**src/rtl/vec_chk_mem.sv**
```systemverilog
// Vector store: one word per slot holding {stimulus, expected, mask}.
// Synchronous write, asynchronous read, deliberately not reset so that a
// loaded table survives a reset of the checker.
module vec_chk_mem #(
   parameter int DEPTH  = 8,
   parameter int WORD_W = 5,
   parameter int ADDR_W = 3
) (
   input  logic              clk,
   input  logic              we,
   input  logic [ADDR_W-1:0] waddr,
   input  logic [WORD_W-1:0] wdata,
   input  logic [ADDR_W-1:0] raddr,
   output logic [WORD_W-1:0] rdata
);

   logic [WORD_W-1:0] mem_r [DEPTH];

   // Write port: store one slot per enabled edge.
   always_ff @(posedge clk) begin
      if (we) begin
         mem_r[waddr] <= wdata;
      end
   end

   assign rdata = mem_r[raddr];

endmodule

```
**config.mk**
```make
export PLATFORM = sky130hd
export DESIGN_NAME = vec_chk_mem
export DESIGN_NICKNAME = d
export VERILOG_FILES = /design/src/rtl/vec_chk_mem.sv
export SDC_FILE = /design/constraint.sdc
export NUM_CORES = 1
export LEC_CHECK = 0
export BUFFER_PORTS_ARGS = -buffer_cell sky130_fd_sc_hd__buf_4
export CORE_MARGIN = 8
export CORE_UTILIZATION = 45
export DETAILED_ROUTE_END_ITERATION = 12
export PLACE_DENSITY = 0.76
export SYNTH_ARGS = -nofsm -noshare
export SYNTH_HDL_FRONTEND = slang
export SYNTH_SLANG_ARGS = --single-unit
```
**constraint.sdc**
```tcl
create_clock -name clk -period 3.9 [get_ports clk]
set_input_delay 1.17 -clock clk [delete_from_list [all_inputs] [get_ports clk]]
set_output_delay 1.17 -clock clk [all_outputs]
set_load 0.005 [all_outputs]
```
==> Word level (Yosys, flattened, before mapping) <==
Memory sizes are Yosys's and may differ from the RTL's.
Index checks and enable logic that the tools add are counted.
{ "totals": {"ff_bits": 0, "ram_bits": 40, "inputBits": 13, "output_inout_bits": 5, "elab_cells": 3, "mem_count": 1} }
{ "memory_table": {"columns": ["memory", "depth", "width", "read_ports", "rd_clocked_by_memory_dff", "write_ports", "line_no", "source"], "rows": [
  ["mem_r", 8, 5, 1, 0, 1, "17", "logic [WORD_W-1:0] mem_r [DEPTH];"]
]} }
{ "op_classes": {"n_mux": 2} }
{ "ops": {"columns": ["operator", "count"], "rows": [
  ["2-to-1 mux 1 bit", 2]
]} }

==> Depth between registers and ports, before layout <==
{ "depth": {"word_depth": 2, "mapped_depth": 3, "mapped_depth_nobuf": 2} }

==> Worst setup path after synthesis <==
Ideal clock, no wire load.
{ "synth_path": {"path_type": "in2out", "start": "input port raddr[0]", "end": "output port rdata[0]", "arrival_time_ns": 2.100, "required_time_ns": 2.730, "slack_ns": 0.630, "stages": 3, "path_buffers": 1, "path_cell_list": "buf_6 mux4_1 mux2_2"} }
{ "synth_between": {"elab_chain_cells": 1} }
{ "synth_rtl": {"columns": ["item", "line_no", "source"], "rows": [
  ["start, declared", "13", "input logic [ADDR_W-1:0] raddr,"],
  ["memory read (8 x 5 bit)", null, null],
  ["end, declared", "14", "output logic [WORD_W-1:0] rdata"]
]} }
Every way passes these cells.

==> Worst setup path after layout <==
Same ends and word-level chain as after synthesis.

==> out/qor.csv <==
stage,metric,value,unit
finish,final_layout_size_suffix_gt1_frac,0.312,
setup_path,critical_path_arrival,2360,ps
synthesis,main_combinational_cell_family_by_area_after_synthesis,multiplexers,
setup_path,critPathLaunchType,input port,
synthesis,synth_xor_xnor_area_share,0,
placement,post-place-ws,362,ps
detailed_routing,routedWlPerCell,18.2,µm
setup_path,crit_path_start,raddr[0],
synthesis,netlist.area_leader.share,0.754,
floorplanning,design.portCount,18,
synthesis,synth-compound-area-share,0,
setup_path,critPathSlowestCell,sky130_fd_sc_hd__mux4_1,
synthesis,synth.ff_latch_count,40,
setup_path,crit_chain,"buf_4, mux4_1, mux2_2, buf_4",
placement,hpwl,1820,µm
setup_path,critical-path-max-stage-delay,580,ps
setup_path,crit_fanout,10,
finish,largest-register,mem_r,
cts,postCtsSetupBuffers,0,
timing,slew_headroom,0.483,
timing,final_hold_viol_count,0,
power_and_ir_drop,vdd.ir_drop.worst,0.281,mV
global_route,grt_start_max_net_pins,13,
global_route,grt_pass1_wl,3860,µm
setup_path,timing.critical_path.to,rdata[0],
placement,placed_cells_incl_taps,131,
global_route,grt_pass1_vias,743,
synthesis,syn_area_per_cell,22.8,µm²
floorplanning,placementRows,21,
outcome,outcome,"finished, final reports clean",
timing,fmax,283,MHz
floorplanning,initial_utilization,0.474,
detailed_routing,drc,0,
global_route,global_route.usage.total,0.102,
timing,final_min_period_over_clock_period,0.904,
timing,worst_slack,373,ps
detailed_routing,vias,737,
cts,clk_pin_slew_worst_paths,110,ps
run,cap_viol_max_count,0,
synthesis,netlist_area,1590,µm²
power_and_ir_drop,power_leakage,0.634,nW
synthesis,synthTopCellsByCount,"40 x sky130_fd_sc_hd__edfxtp_1, 10 x sky130_fd_sc_hd__mux4_1, 6 x sky130_fd_sc_hd__nor2_1",
timing,timing_worst_slew_pin_value,769,ps
power_and_ir_drop,power_density,437,nW/µm²
synthesis,synth_cell_types,9,
floorplanning,design.die.area,5700,µm²
timing,rsz_0062_raised_after_global_routing,false,
finish,largest_register_ff_count,40,
cts,cts_hold_buffers,0,
cts,clock_sinks,40,
finish,filler_cell_count,277,
synthesis,mappedNetlistNets,83,
detailed_routing,drt-initial-drc-count,22,
floorplanning,floorplan.die.height,75.5,µm
detailed_routing,firstDrtPassIters,4,
cts,cts_resized,0,
timing,slew_viol_final,0,
setup_path,endpoint_kind,output pin,
setup_path,worst-setup-path-type,in2out,
finish,multi_input_area,378,µm²
finish,seqCellArea,1200,µm²
synthesis,synth-edff-count,40,
synthesis,synthSimpleGateAreaFrac,0.0369,
floorplanning,die_w,75.5,µm
synthesis,synthTopCellsByArea,"sky130_fd_sc_hd__edfxtp_1 75%, sky130_fd_sc_hd__mux4_1 16%, sky130_fd_sc_hd__mux2_2 3.5%",
detailed_routing,antenna_violating_nets_post_route,0,
floorplanning,core_area,3360,µm²
placement,place.gp.congestion,0.709,
setup_path,crit_required,2730,ps
finish,area_growth_from_synthesis_to_layout,15.5,%
worst_hold_path,hold_path_class,in2reg,
synthesis,synth.mux.area_fraction,0.200,
synthesis,yosys.area_share.adder,0,
timing,fin_tns_setup,0,ps
cts,cts-htree-levels,2,
timing,final-setup-viol-count,0,
synthesis,synth-seq-area-share,0.754,
finish,finalNetCount,105,
cts,cts_inserted_buffers,5,
global_route,grt_antenna_before_repair,0,
synthesis,synth_largest_area_cell,sky130_fd_sc_hd__edfxtp_1,
synthesis,synthArstFlopShare,0,
global_route,grt_overflow,0,
finish,antennaDiodeCount,0,
synthesis,yosys.cell_count.top_type,sky130_fd_sc_hd__edfxtp_1,
finish,final-instance-count-excl-fill,139,
cts,ctsLongestPathBuffers,2,
detailed_routing,routed_wl,2530,µm
placement,place.port_buffers,17,
setup_path,critPathMostFrequentCell,sky130_fd_sc_hd__buf_4,
finish,largest_registers_in_the_final_layout,mem_r (40),
timing,period_minus_slack,3530,ps
cts,cts_tree,done,
synthesis,ys.flop_type,sky130_fd_sc_hd__edfxtp_1,
detailed_routing,vias_per_cell,5.30,
synthesis,netlist_instances,70,
cts,clock_tree.root_cell,sky130_fd_sc_hd__clkbuf_4,
synthesis,yosys_warnings,0,
==> metal layers <==
layer | part of all wire | track usage | up-vias
met5 | 0 | 0 | -
met4 | 0.026 | 0.0704 | 0
met3 | 0.074 | 0.0408 | 7
met2 | 0.47 | 0.154 | 26
met1 | 0.43 | 0.116 | 359
li1 | - | - | 345
==> worst min path at each step <==
stage               cells past startpoint  slack, ps     start          end
floorplan                               0       1270  wdata[0]  mem_r[0][0]
global placement                        1       1410  wdata[1]  mem_r[7][1]
detailed placement                      1       1410  wdata[1]  mem_r[7][1]
CTS                                     1       1050  wdata[1]  mem_r[7][1]
global route                            1       1040  wdata[1]  mem_r[2][1]
finish                                  1       1060  wdata[1]  mem_r[7][1]
==> worst max-delay path, delay by kind of cell <==
| kind | cells | cell delay [ps] |
|---|---|---|
| multiplexers | 2 | 870 |
| buffers and inverters | 2 | 320 |
==> cell families after synthesis <==
| family | count (synthesis) |
|---|---|
| flops | 40 |
| buf+inv | 2 |
| simple gates | 13 |
| mux | 15 |
==> placed cells by master (no fill, tap or decap) <==
master and n:
sky130_fd_sc_hd__edfxtp_1 40, sky130_fd_sc_hd__buf_4 17, sky130_fd_sc_hd__mux4_1 10, sky130_fd_sc_hd__nor2_1 6, sky130_fd_sc_hd__mux2_2 5, sky130_fd_sc_hd__clkbuf_4 5, sky130_fd_sc_hd__nand2b_1 3, sky130_fd_sc_hd__nand2_1 2
sky130_fd_sc_hd__nor3_1 2, sky130_fd_sc_hd__bufinv_16 1, sky130_fd_sc_hd__clkbuf_1 1, sky130_fd_sc_hd__clkinv_2 1
==> final cells by class <==
cell class,instances,area share
repair buffers,17,0.0693
clock inverters,2,0.0190
well taps,46,0.0313
flip-flops and latches,40,0.653
clock buffers,6,0.0224
multi-input cells,28,0.205
==> stage by stage <==
stage                     power (mW)  utilization  area (µm²)  hold WS (ps)
after global placement         0.556        0.525        1760          1410
after global routing           0.833        0.547        1840          1040
after detailed placement       0.559        0.525        1760          1410
final                          0.804        0.547        1840          1060
after CTS                      0.812        0.547        1840          1050
after floorplan                0.528            -        1590          1270
==> power by group <==
| group | total, mW | switching (mW) | internal (mW) | leakage, nW |
|---|---|---|---|---|
| Clock | 0.256 | 0.122 | 0.134 | 0.0422 |
| Sequential | 0.489 | 0.00261 | 0.487 | 0.363 |
| Combinational | 0.0583 | 0.0261 | 0.0322 | 0.228 |
Power figures use the tool's default switching activity.
